$ cat src/rtl/fpjh_deaggr_rx.sv
// De-aggregating receive parser: splits a packed AXIS super-frame into one realigned packet per sub-frame.
// Build option FPJH_SEQ_CHECK_EN adds fragment-chain sequence checking on seq_err.
module fpjh_deaggr_rx #(
    parameter int DATA_BYTES = 4,
    parameter int MAX_LEN    = 841,
    parameter int LEN_W      = 12
) (
    input  logic                    clk,
    input  logic                    rst,
    input  logic                    s_axis_tvalid,
    input  logic [8*DATA_BYTES-1:0] s_axis_tdata,
    input  logic [DATA_BYTES-1:0]   s_axis_tkeep,
    input  logic                    s_axis_tlast,
    output logic                    s_axis_tready,
    output logic                    m_axis_tvalid,
    output logic [8*DATA_BYTES-1:0] m_axis_tdata,
    output logic [DATA_BYTES-1:0]   m_axis_tkeep,
    output logic                    m_axis_tlast,
    input  logic                    m_axis_tready,
    output logic [15:0]             o_type,
    output logic [LEN_W-1:0]        o_length,
    output logic [6:0]              o_frag_cnt,
    output logic                    o_frag_done,
    output logic                    o_err_trunc,
    output logic                    err_len,
    output logic                    seq_err,
    output logic [31:0]             frame_cnt
);
    localparam int BB = 2 * DATA_BYTES;
    localparam int CW = $clog2(BB + 1);
    localparam logic [CW-1:0] DB_C  = CW'(DATA_BYTES);
    localparam logic [11:0]   MAX_L = 12'(MAX_LEN);

    typedef enum logic [2:0] {HDR, OPT, PAY, FLUSH_OUT, DROP} state_t;
    state_t state;

    logic [7:0]       buf_q [BB];
    logic [CW-1:0]    cnt_q;
    logic             eof_q;
    logic [LEN_W-1:0] rem_q, len_q;
    logic [15:0]      type_q;
    logic [6:0]       frag_cnt_q;
    logic             frag_done_q;

    logic             push, eof_eff, out_free, clr, hdr_bad;
    logic             hdr_go, hdr_drop, opt_go, opt_trunc, pay_go, pay_trunc, flush_go;
    logic [CW-1:0]    push_n, avail, pop_n, need, beat_n;
    logic [11:0]      hdr_len;
    logic [7:0]       in_b [DATA_BYTES];
    logic [7:0]       cat  [BB];
    logic [7:0]       nbuf [BB];
    logic [8*DATA_BYTES-1:0] beat_data;
    logic [DATA_BYTES-1:0]   beat_keep;

    // Input accepted only when a whole beat fits; a finished super-frame tail must be parsed out first.
    assign s_axis_tready = (state == DROP) ||
                           (state != FLUSH_OUT && !eof_q && cnt_q <= DB_C);
    assign push     = s_axis_tvalid && s_axis_tready;
    assign eof_eff  = eof_q || (push && s_axis_tlast);
    assign out_free = !m_axis_tvalid || m_axis_tready;
    assign avail    = cnt_q + push_n;
    assign need     = (rem_q < LEN_W'(DATA_BYTES)) ? CW'(rem_q) : DB_C;
    assign beat_n   = (state == FLUSH_OUT) ? cnt_q : need;

    always_comb begin
        push_n = '0;
        for (int i = 0; i < DATA_BYTES; i++) begin
            in_b[i] = s_axis_tdata[8*(DATA_BYTES-1-i) +: 8];
            if (push && s_axis_tkeep[DATA_BYTES-1-i]) push_n = CW'(i + 1);
        end
    end

    // Buffered bytes followed by this cycle's incoming bytes, byte 0 first.
    always_comb begin
        for (int i = 0; i < BB; i++) begin
            cat[i] = 8'h00;
            if (i < int'(cnt_q))
                cat[i] = buf_q[i];
            else if (push && (i - int'(cnt_q)) < DATA_BYTES)
                cat[i] = in_b[i - int'(cnt_q)];
        end
    end

    always_comb begin
        hdr_len   = {cat[0][3:0], cat[1]};
        hdr_bad   = (hdr_len == 12'd0) || (hdr_len > MAX_L);
        hdr_go    = (state == HDR) && (avail >= CW'(4));
        hdr_drop  = (state == HDR) && (avail < CW'(4)) && eof_eff;
        opt_go    = (state == OPT) && (avail != '0);
        opt_trunc = (state == OPT) && (avail == '0) && eof_eff;
        pay_go    = (state == PAY) && out_free && (avail >= need);
        pay_trunc = (state == PAY) && (avail < need) && eof_eff;
        flush_go  = (state == FLUSH_OUT) && out_free;
        pop_n = '0;
        if (hdr_go) pop_n = CW'(4);
        if (opt_go) pop_n = CW'(1);
        if (pay_go) pop_n = need;
        clr = hdr_drop || (hdr_go && hdr_bad) || flush_go || (state == DROP);
        for (int i = 0; i < BB; i++) begin
            nbuf[i] = 8'h00;
            if (!clr && (i + int'(pop_n)) < BB) nbuf[i] = cat[i + int'(pop_n)];
        end
    end

    always_comb begin
        beat_data = '0;
        beat_keep = '0;
        for (int i = 0; i < DATA_BYTES; i++) begin
            if (i < int'(beat_n)) begin
                beat_data[8*(DATA_BYTES-1-i) +: 8] = cat[i];
                beat_keep[DATA_BYTES-1-i]          = 1'b1;
            end
        end
    end

    always_ff @(posedge clk or posedge rst) begin
        if (rst) begin
            state         <= HDR;
            buf_q         <= '{default: 8'h00};
            cnt_q         <= '0;
            eof_q         <= 1'b0;
            rem_q         <= '0;
            len_q         <= '0;
            type_q        <= '0;
            frag_cnt_q    <= '0;
            frag_done_q   <= 1'b0;
            m_axis_tvalid <= 1'b0;
            m_axis_tdata  <= '0;
            m_axis_tkeep  <= '0;
            m_axis_tlast  <= 1'b0;
            o_type        <= '0;
            o_length      <= '0;
            o_frag_cnt    <= '0;
            o_frag_done   <= 1'b0;
            o_err_trunc   <= 1'b0;
            err_len       <= 1'b0;
            frame_cnt     <= '0;
        end else begin
            buf_q   <= nbuf;
            cnt_q   <= clr ? '0 : avail - pop_n;
            err_len <= 1'b0;
            if (clr)
                eof_q <= 1'b0;
            else if (push && s_axis_tlast)
                eof_q <= 1'b1;

            if (m_axis_tvalid && m_axis_tready) begin
                m_axis_tvalid <= 1'b0;
                if (m_axis_tlast && !o_err_trunc) frame_cnt <= frame_cnt + 32'd1;
            end
            // Sidebands travel with each beat so they stay aligned to the packet being presented.
            if (pay_go || flush_go) begin
                m_axis_tvalid <= 1'b1;
                m_axis_tdata  <= beat_data;
                m_axis_tkeep  <= beat_keep;
                m_axis_tlast  <= flush_go || (rem_q == LEN_W'(need));
                o_err_trunc   <= flush_go;
                o_type        <= type_q;
                o_length      <= len_q;
                o_frag_cnt    <= frag_cnt_q;
                o_frag_done   <= frag_done_q;
            end

            case (state)
                HDR: if (hdr_go) begin
                    len_q       <= LEN_W'(hdr_len);
                    rem_q       <= LEN_W'(hdr_len);
                    type_q      <= {cat[2], cat[3]};
                    frag_cnt_q  <= '0;
                    frag_done_q <= 1'b0;
                    if (hdr_bad) begin
                        err_len <= 1'b1;
                        state   <= eof_eff ? HDR : DROP;
                    end else begin
                        state <= cat[3][0] ? OPT : PAY;
                    end
                end
                OPT: if (opt_go) begin
                    frag_cnt_q  <= cat[0][7:1];
                    frag_done_q <= cat[0][0];
                    state       <= PAY;
                end else if (opt_trunc) begin
                    state <= FLUSH_OUT;
                end
                PAY: if (pay_go) begin
                    rem_q <= rem_q - LEN_W'(need);
                    if (rem_q == LEN_W'(need)) state <= HDR;
                end else if (pay_trunc) begin
                    state <= FLUSH_OUT;
                end
                FLUSH_OUT: if (flush_go) state <= HDR;
                DROP:      if (push && s_axis_tlast) state <= HDR;
                default:   state <= HDR;
            endcase
        end
    end

`ifdef FPJH_SEQ_CHECK_EN
    logic [6:0] exp_cnt_q;

    always_ff @(posedge clk or posedge rst) begin
        if (rst) begin
            exp_cnt_q <= '0;
            seq_err   <= 1'b0;
        end else begin
            seq_err <= 1'b0;
            if (opt_go) begin
                seq_err   <= (cat[0][7:1] != exp_cnt_q);
                exp_cnt_q <= cat[0][7:1] + 7'd1;
            end else if (pay_go && rem_q == LEN_W'(need) && type_q[0] && frag_done_q) begin
                exp_cnt_q <= '0;
            end
        end
    end
`else
    assign seq_err = 1'b0;
`endif

endmodule

$ cat config.mk
export PLATFORM = sky130hd
export DESIGN_NAME = fpjh_deaggr_rx
export DESIGN_NICKNAME = d
export VERILOG_FILES = /design/src/rtl/fpjh_deaggr_rx.sv
export SDC_FILE = /design/constraint.sdc
export NUM_CORES = 1
export LEC_CHECK = 0
export BUFFER_PORTS_ARGS = -buffer_cell sky130_fd_sc_hd__buf_2
export CAP_MARGIN = 5
export CORE_MARGIN = 2
export CORE_UTILIZATION = 59
export DETAILED_ROUTE_END_ITERATION = 16
export HOLD_SLACK_MARGIN = 0.12
export PLACE_DENSITY = 0.81
export SETUP_SLACK_MARGIN = 0.3
export SLEW_MARGIN = 20
export SYNTH_ARGS = -nofsm -noshare
export SYNTH_HDL_FRONTEND = slang
export SYNTH_SLANG_ARGS = --single-unit
$ cat constraint.sdc
create_clock -name clk -period 7.7 [get_ports clk]
set_clock_uncertainty 0.2 [all_clocks]
set_input_delay 0.385 -clock clk [delete_from_list [all_inputs] [get_ports clk]]
set_output_delay 0.385 -clock clk [all_outputs]
set_load 0.05 [all_outputs]
==> results of run 1 <==
worst min-delay path by stage:
stage / startpoint / to / slack (ps) / depth (start not counted)
final: o_type[9] / o_type[9] / 260 / 2
after global routing: o_type[14] / o_type[14] / 280 / 2
after CTS: o_type[9] / o_type[9] / 260 / 2
after detailed placement: o_type[9] / o_type[9] / 250 / 2
after global placement: o_type[14] / o_type[14] / 240 / 2
after floorplan: type_q[13] / o_type[13] / 240 / 2
logic make-up (layout without fill, tap and decap cells):
group,after synthesis,in the layout,synth area share (%)
simple gates,492,492,17.4
compound gates,379,379,19.7
flops,228,228,44.3
buf+inv,114,249,4.03
mux,80,80,9.65
xor+xnor,37,37,2.58
fa+ha+maj,22,22,2.26
other cells,2,2,0.0583
placed cells by master, fill, tap and decap left out, drive strengths merged, types with 14 or more instances in the layout:
cell type	n
a211oi	68
a21oi	96
a22o	21
a22oi	20
a32o	18
and3	17
buf	171
clkbuf	37
dfrtp	228
ha	20
inv	27
mux2	23
mux2i	24
mux4	33
nand2	251
nand3	17
nor2	77
nor2b	21
nor3	64
o21ai	83
o22ai	14
xnor2	23
xor2	14
flip-flops by register name, summed over array words and instances, names as in the netlist, 12 cells and up:
register,cells
len_q,12
o_type,16
type_q,16
m_axis_tdata,32
rem_q,12
o_length,12
buf_q,64
frame_cnt,32
final cells by class:
cell class | instances | share of cell area [%]
inverter | 27 | 0.747
clock inverter | 9 | 1.08
multi-input combinational | 1012 | 45.3
sequential | 228 | 38.7
tap | 280 | 2.38
timing repair buffer | 176 | 6.55
clock buffer | 37 | 5.25
worst max-delay path, stage by stage, from the launching register on:
cell      delay (ps)
dfrtp_1          320
buf_4            310
inv_1            160
ha_1             240
nand2b_1         180
a21o_1           230
a21oi_1          130
buf_4            310
nor3_1           100
ha_1             220
fa_1             390
xor2_1           390
ha_1             220
o21ai_0           90
nor2_1           190
a211oi_2          80
or3_1            370
buf_4            240
nand2_4          370
inv_2             70
ha_1             340
inv_1            650
mux4_2           420
nor2b_1          160
a211oi_2         190
where the power goes:
group / switching [W] / internal [W]
clock: 0.000504 / 0.000832
combinational: 0.00322 / 0.00139
sequential: 0.000257 / 0.00159
layer usage:
| layer | wire (um) | GRT usage (%) |
|---|---|---|
| met1 | 15900 | 47.2 |
| met2 | 17500 | 52.0 |
| met3 | 4760 | 10.1 |
| met4 | 1370 | 11.3 |
| met5 | 0 | 0 |
through the flow:
stage / utilization [%] / hold WS (ps)
global route: 68.2 / 281
floorplan: - / 241
detailed placement: 63.6 / 250
finish: 68.2 / 263
global placement: 63.5 / 244
CTS: 68.1 / 264
Yosys cell counts, types with 15 or more instances:
cell,count
buf_2,21
a22oi_1,20
inv_1,23
dfrtp_1,228
mux2_2,16
a22o_1,21
a32o_1,18
and3_1,17
o21ai_0,78
xnor2_1,22
nor2_1,77
nand3_1,15
a21oi_1,96
a211oi_1,64
ha_1,20
mux2i_1,24
nand2_1,249
mux4_2,33
nor3_1,62
nor2b_1,21
clkbuf_1,48
timing repair:
item	in CTS	in global routing
setup buffers	0	0
hold endpoints to repair	144	0
hold buffers	5	0
==> results_dict.tcl, run 1 <==
set metrics [dict create \
    finalWeightedCongestion 0.964 \
    syn_nets 1417 \
    cts-root-buf "clkbuf_16" \
    rows 54 \
    setup_viol 0 \
    status "finished, final reports clean" \
    ys_warn_count 0 \
    syn_area_per_cell_um2 9.51 \
    syn2layout_area_growth_pct 14.5 \
    grt_pass1_vias 10700 \
    die_y_um 152 \
    cts_resized 0 \
    cap_violations 0 \
    rr_endpoint "buf_q[54]" \
    vias 11600 \
    io_buffers 149 \
    drc 0 \
    synth-async-reset-ratio_pct 100 \
    synth_top_area_cell "dfrtp_1" \
    drive_gt1_share_pct 19.8 \
    criticalPathCategory "reg2reg" \
    synth_area_leaders "dfrtp_1 (44%), nand2_1 (7.3%), mux4_2 (5.8%)" \
    synth_cell_types 77 \
    fin_cells 1769 \
    core_um2 21600 \
    layout_worst_path_cycle_share_pct 87.1 \
    clk_pin_slew_worst_paths_ps 60 \
    syn_inst 1354 \
    cp-endpoint "buf_q[54]" \
    grt_first_pass_wirelength_um 60200 \
    regArea_um2 5710 \
    grt_usage_pct 34.2 \
    drt-total-wl_um 39500 \
    final_area_um2 14700 \
    multi_input_area_um2 6670 \
    fin_setup_tns_ps 0 \
    total_power_w 0.00780 \
    required_ps 7940 \
    clockBufferDepth 3 \
    max_freq_mhz 149 \
    place_area_um2 13700 \
    slew_violations 0 \
    die_area_um2 23000 \
    initial_utilization_pct 59.5 \
    tightest_slew_ps 1200 \
    dp_cells 1718 \
    synth_edf_count 0 \
    drt_iter0_drc 1322 \
    synth-main-ff-cell "dfrtp_1" \
    clock-sinks 228 \
    wl_per_cell_um 22.3 \
    worstPathArrival_ps 6950 \
    fin_crit_ps 6700 \
    synthDominantCellAreaShare_pct 44.3 \
    rsz0062_at_grt "false" \
    ys_seq_area_share_pct 44.3 \
    ys_ff_latch 228 \
    r2r_start "cnt_q[1]" \
    n_antenna_cell 0 \
    ioPinCount 151 \
    cts_tree "yes" \
    reg2reg_depth 24 \
    fillCellCount 1730 \
    grt_max_degree 143 \
    setup_ws_ps 997 \
    htreeDepth 1 \
    vdd_drop_max_uv 371 \
    critPathLaunchType "register" \
    hpwl_um 27500 \
    hold_viol_final 0 \
    relSlewSlack_pct 20.3 \
    min_path_type "reg2reg" \
    die_x_um 152 \
    antenna_found_initial 0 \
    ant_nets 0 \
    post-place-ws_ps 1140 \
    firstDrtPassIters 6 \
    p_leak_nw 6.94 \
    netlist_area_um2 12900 \
    grt-ovfl-total 0 \
    avgViaCountPerCell 6.55 \
    p_per_area_nw_per_um2 529 \
    crit_fanout 32 \
    nets 1534 \
    clock_latency_ps 530 \
    cp-end-kind "register" \
    cts_made_buffers 26 \
    r2r_slack_ps 1000 \
    crit_path_start "cnt_q[1]" \
]
(Power assumes the default switching activity.)
==> run 2: changes to the inputs <==
CORE_UTILIZATION = 35   (was 59)
PLACE_DENSITY = not set   (was 0.81)
==> results_dict.tcl, run 2 (synthesis results as in run 1) <==
set metrics [dict create \
    status "finished, final reports clean" \
    clk_pin_slew_worst_paths_ps 70 \
    fin_setup_tns_ps 0 \
    drive_gt1_share_pct 20.5 \
    cp_top_family "buffers and inverters" \
    die_x_um 196 \
    largest_reg_flops 64 \
    clockBufferDepth 3 \
    cp_common_cell "ha_1" \
    cts-root-buf "clkbuf_16" \
    switching_power_w 0.00411 \
    antenna_found_initial 1 \
    criticalPathCategory "reg2reg" \
    r2r_start "cnt_q[0]" \
    cp-end-kind "register" \
    use_met3_pct 6.00 \
    crit_path_start "cnt_q[0]" \
    layout_commonest_cell "nand2_1" \
    vdd_drop_max_uv 274 \
    clock_power_share_pct 17.8 \
    clock_latency_ps 540 \
    fin_crit_ps 6240 \
    fin_cells 1969 \
    crit_fanout 32 \
    slowest_delay_ps 720 \
    layout_worst_path_cycle_share_pct 81.0 \
    htreeDepth 1 \
    worstPathArrival_ps 6500 \
    worst-path-buf-inv 5 \
    grtUsageMet2_pct 32.0 \
    post-place-ws_ps 1560 \
    io_buffers 149 \
    grt-ovfl-total 0 \
    drt-total-wl_um 43200 \
    die_y_um 196 \
    hold_start "o_type[14]" \
    max_freq_mhz 160 \
    p_leak_nw 7.00 \
    cts_made_buffers 27 \
    path_cells "inv_1 > ha_1 > nand2b_1 > a21o_1 > a21oi_1 > buf_4 > nor3_1 > ha_1 > fa_1 > xor2_1 > ha_1 > o21ai_0 > nor2_1 > a211oi_2 > or3_1 > buf_4 > nand2_4 > inv_2 > ha_1 > inv_1 > mux4_2 > nor2b_1 > a211oi_2" \
    hpwl_um 31000 \
    ant_nets 0 \
    swShare_pct 51.4 \
    rsz0062_at_grt "false" \
    grt_first_pass_wirelength_um 66300 \
    use_met1_pct 33.0 \
    grt_usage_pct 22.1 \
    n_antenna_cell 0 \
    seq_power_share_pct 23.0 \
    grt_max_degree 112 \
    syn2layout_area_growth_pct 17.2 \
    rows 70 \
    critPathLaunchType "register" \
    slew_violations 0 \
    top_regs "buf_q (64), frame_cnt (32), m_axis_tdata (32)" \
    firstDrtPassIters 6 \
    relSlewSlack_pct 27.7 \
    ioPinCount 151 \
    cts_tree "yes" \
    drc 0 \
    tightest_slew_ps 1080 \
    cap_violations 0 \
    initial_utilization_pct 35.3 \
    cp_slowest_cell "inv_1" \
    required_ps 7960 \
    wl_per_cell_um 21.9 \
    clock-sinks 228 \
    layout_common_cells "nand2_1 (249), dfrtp_1 (227), buf_2 (149)" \
    hold_viol_final 0 \
    comb_power_share_pct 59.2 \
    grt.busiest_layer "met1" \
    p_per_area_nw_per_um2 530 \
    grt_pass1_vias 10800 \
    top_register "buf_q" \
    vias 11400 \
    avgViaCountPerCell 5.80 \
    dp_cells 1914 \
    die_area_um2 38300 \
    drt_iter0_drc 1303 \
    setup_ws_ps 1460 \
    core_um2 36400 \
    nets 1543 \
    finalWeightedCongestion 0.973 \
    min_path_type "reg2reg" \
    setup_viol 0 \
    internal-power_w 0.00389 \
]
## run 2: power groups by stage
stage / combinational (W) / clock [W] / sequential (W)
3_5_place_dp: 0.00465 / 0 / 0.00185
2_1_floorplan: 0.00288 / 0 / 0.00222
5_1_grt: 0.00511 / 0.00149 / 0.00187
3_3_place_gp: 0.00463 / 0 / 0.00184
6_report: 0.00474 / 0.00142 / 0.00184
4_1_cts: 0.00467 / 0.00144 / 0.00183
## run 2: timing repair
action / 4_1_cts / 5_1_grt
buffers inserted: 0 / 0
endpoints found under the hold margin: 112 / 0
hold buffers: 5 / 0
gates resized for setup: 0 / 0
## run 2: layout make-up
class	instances	area (um^2)
repair buffers	184	1020
inverters	27	110
well taps	468	586
clock inverters	18	268
clock buffers	32	724
fillers	3624	21400
multi-input cells	1012	6670
flip-flops and latches	228	5710
## run 2: worst paths after layout
path | cells after the start | slack (ps) | end
max | 23 | 1460 | buf_q[54]
min | 2 | 260 | o_type[14]
max reg2reg | 23 | 1460 | buf_q[54]
min reg2reg | 2 | 260 | o_type[14]
max in group asynchronous | 4 | 5580 | frame_cnt[3]
min in group asynchronous | 3 | 310 | o_length[4]
## run 2: routing by layer
layer	part of all wire (%)	wire [um]	up-vias
met5	0.095	41	-
met4	2.0	856	2
met3	10	4520	63
met2	42	18100	551
met1	45	19600	5609
li1	-	-	5196
## run 2: worst reg2reg max path, stage by stage (launching register included)
cell and delay, ps:
dfrtp_2 350, inv_1 80, ha_1 240, nand2b_1 180, a21o_1 230, a21oi_1 130, buf_4 290, nor3_1 90
ha_1 220, fa_1 380, xor2_1 360, ha_1 210, o21ai_0 80, nor2_1 170, a211oi_2 80, or3_1 360
buf_4 240, nand2_4 400, inv_2 70, ha_1 330, inv_1 720, mux4_2 410, nor2b_1 150, a211oi_2 190
## run 2: stage by stage
step	utilization (%)	hold WS (ps)	power (W)	area [um^2]
finish	41.4	263	0.00799	15100
global route	41.4	290	0.00848	15100
CTS	41.4	267	0.00794	15100
detailed placement	38.5	253	0.00650	14000
global placement	38.5	246	0.00647	14000
floorplan	-	241	0.00510	12900
==> run 3: changes to the inputs <==
clock period = 6.25 ns   (was 7.7 ns; I/O delays follow)
==> results_dict.tcl, run 3 (synthesis results as in run 1) <==
set metrics [dict create \
    status "finished, final reports clean" \
    drt-total-wl_um 43200 \
    r2r_slack_ps 800 \
    initial_utilization_pct 35.3 \
    p_leak_nw 7.00 \
    core_um2 36400 \
    cp_common_cell "ha_1" \
    clock_latency_ps 570 \
    required_ps 6500 \
    drc 0 \
    cp_top_family "buffers and inverters" \
    fin_setup_tns_ps 0 \
    layout_common_cells "nand2_1 (249), dfrtp_1 (227), buf_2 (149)" \
    grt-ovfl-total 0 \
    hpwl_um 30300 \
    cp-end-kind "register" \
    drive_gt1_share_pct 20.5 \
    tightest_slew_ps 1170 \
    finalWeightedCongestion 0.936 \
    cp_slowest_cell "buf_4" \
    drt_iter0_drc 1060 \
    setup_viol 0 \
    cap_violations 0 \
    layout_worst_path_cycle_share_pct 87.3 \
    cts_made_buffers 27 \
    setup_ws_ps 796 \
    antenna_found_initial 0 \
    n_antenna_cell 0 \
    top_regs "buf_q (64), frame_cnt (32), m_axis_tdata (32)" \
    fin_crit_ps 5450 \
    path_depth 19 \
    r2r_start "cnt_q[0]" \
    worst_hold_slack_ps 142 \
    clk_pin_slew_worst_paths_ps 60 \
    reg2reg_depth 19 \
    cts_tree "yes" \
    rsz0062_at_grt "false" \
    hold_buffers 6 \
    grt_first_pass_wirelength_um 66800 \
    worst-path-buf-inv 4 \
    relSlewSlack_pct 22.2 \
    vias 11400 \
    worstPathArrival_ps 5710 \
    largest_reg_flops 64 \
    htreeDepth 1 \
    p_per_area_nw_per_um2 650 \
    clockBufferDepth 3 \
    rows 70 \
    max_freq_mhz 183 \
    avgViaCountPerCell 5.80 \
    crit_fanout 41 \
    clock-sinks 228 \
    criticalPathCategory "reg2reg" \
    fillCellCount 3622 \
    slowest_delay_ps 480 \
    rr_endpoint "buf_q[6]" \
    slew_violations 0 \
    die_area_um2 38300 \
    crit_path_start "cnt_q[0]" \
    wl_per_cell_um 21.9 \
    layout_commonest_cell "nand2_1" \
    syn2layout_area_growth_pct 17.0 \
    cts-root-buf "clkbuf_16" \
    io_buffers 149 \
    firstDrtPassIters 8 \
    cts_resized 0 \
    post_cts_buffers 0 \
    hold_viol_final 0 \
    vdd_drop_max_uv 367 \
    cp-endpoint "buf_q[6]" \
    grt_pass1_vias 11000 \
    ant_nets 0 \
    path_cells "inv_1 > ha_1 > nand2b_1 > a21o_1 > a21o_1 > buf_4 > and2_1 > ha_1 > xor2_1 > ha_1 > o21ai_0 > nor2_1 > a211oi_2 > or3_1 > buf_4 > inv_1 > nor2_1 > nand3_2 > a211oi_1" \
    grt_max_degree 151 \
    die_x_um 196 \
    critPathLaunchType "register" \
    top_register "buf_q" \
    nets 1544 \
    ioPinCount 151 \
    grt_usage_pct 22.2 \
    die_y_um 196 \
    min_path_type "in2async" \
    post-place-ws_ps 925 \
]
run 3: cell count changes in the layout (fill, tap and decap cells not counted), moves of 2 or more:
cell and change:
clkinv_2 +3, a21oi_2 +2, a21oi_1 -2, clkinvlp_4 -2
bufinv_16 -2
run 3: how the worst min path moves through the flow:
stage | startpoint | to | slack [ps] | cells past startpoint
5_1_grt | rst | frame_cnt[4] | 170 | 3
2_1_floorplan | type_q[13] | o_type[13] | 240 | 2
3_3_place_gp | rst | err_len | 170 | 2
4_1_cts | rst | frame_cnt[3] | 130 | 3
3_5_place_dp | rst | frame_cnt[3] | 170 | 2
6_report | rst | frame_cnt[4] | 140 | 3
run 3: where the power goes:
group	leakage, nW	switching (W)	internal (W)
Clock	0.464	0.000676	0.00101
Sequential	3.03	0.000300	0.00196
Combinational	3.51	0.00408	0.00176
Total	7.00	0.00505	0.00473
run 3: through the flow:
| stage | utilization, % | std cells | instance area (um^2) | total power, W |
|---|---|---|---|---|
| after floorplan | - | 1354 | 12900 | 0.00629 |
| after global placement | 38.6 | 1913 | 14000 | 0.00796 |
| after detailed placement | 38.6 | 1914 | 14100 | 0.00801 |
| after CTS | 41.3 | 1969 | 15100 | 0.00974 |
| after global routing | 41.3 | 1969 | 15100 | 0.0104 |
| final | 41.3 | 1969 | 15100 | 0.00978 |
run 3: cell type report:
class	instances	area (um^2)	area share [%]
sequential	228	5710	37.9
timing repair buffer	185	1040	6.93
multi-input combinational	1012	6680	44.3
clock inverter	15	203	1.35
inverter	27	106	0.706
tap	468	586	3.89
clock buffer	34	742	4.93
run 3: metal layers:
| layer | vias to the layer above | GRT usage, % | share of wire, % |
|---|---|---|---|
| li1 | 5196 | - | - |
| met5 | - | 0 | 0 |
| met4 | 0 | 4.99 | 2.1 |
| met1 | 5637 | 32.9 | 46 |
| met2 | 512 | 33.8 | 44 |
| met3 | 70 | 4.28 | 8.4 |
run 3: worst min-delay path, delay by kind of cell:
family | cells | cell delay, ps
buffers and inverters | 3 | 1010
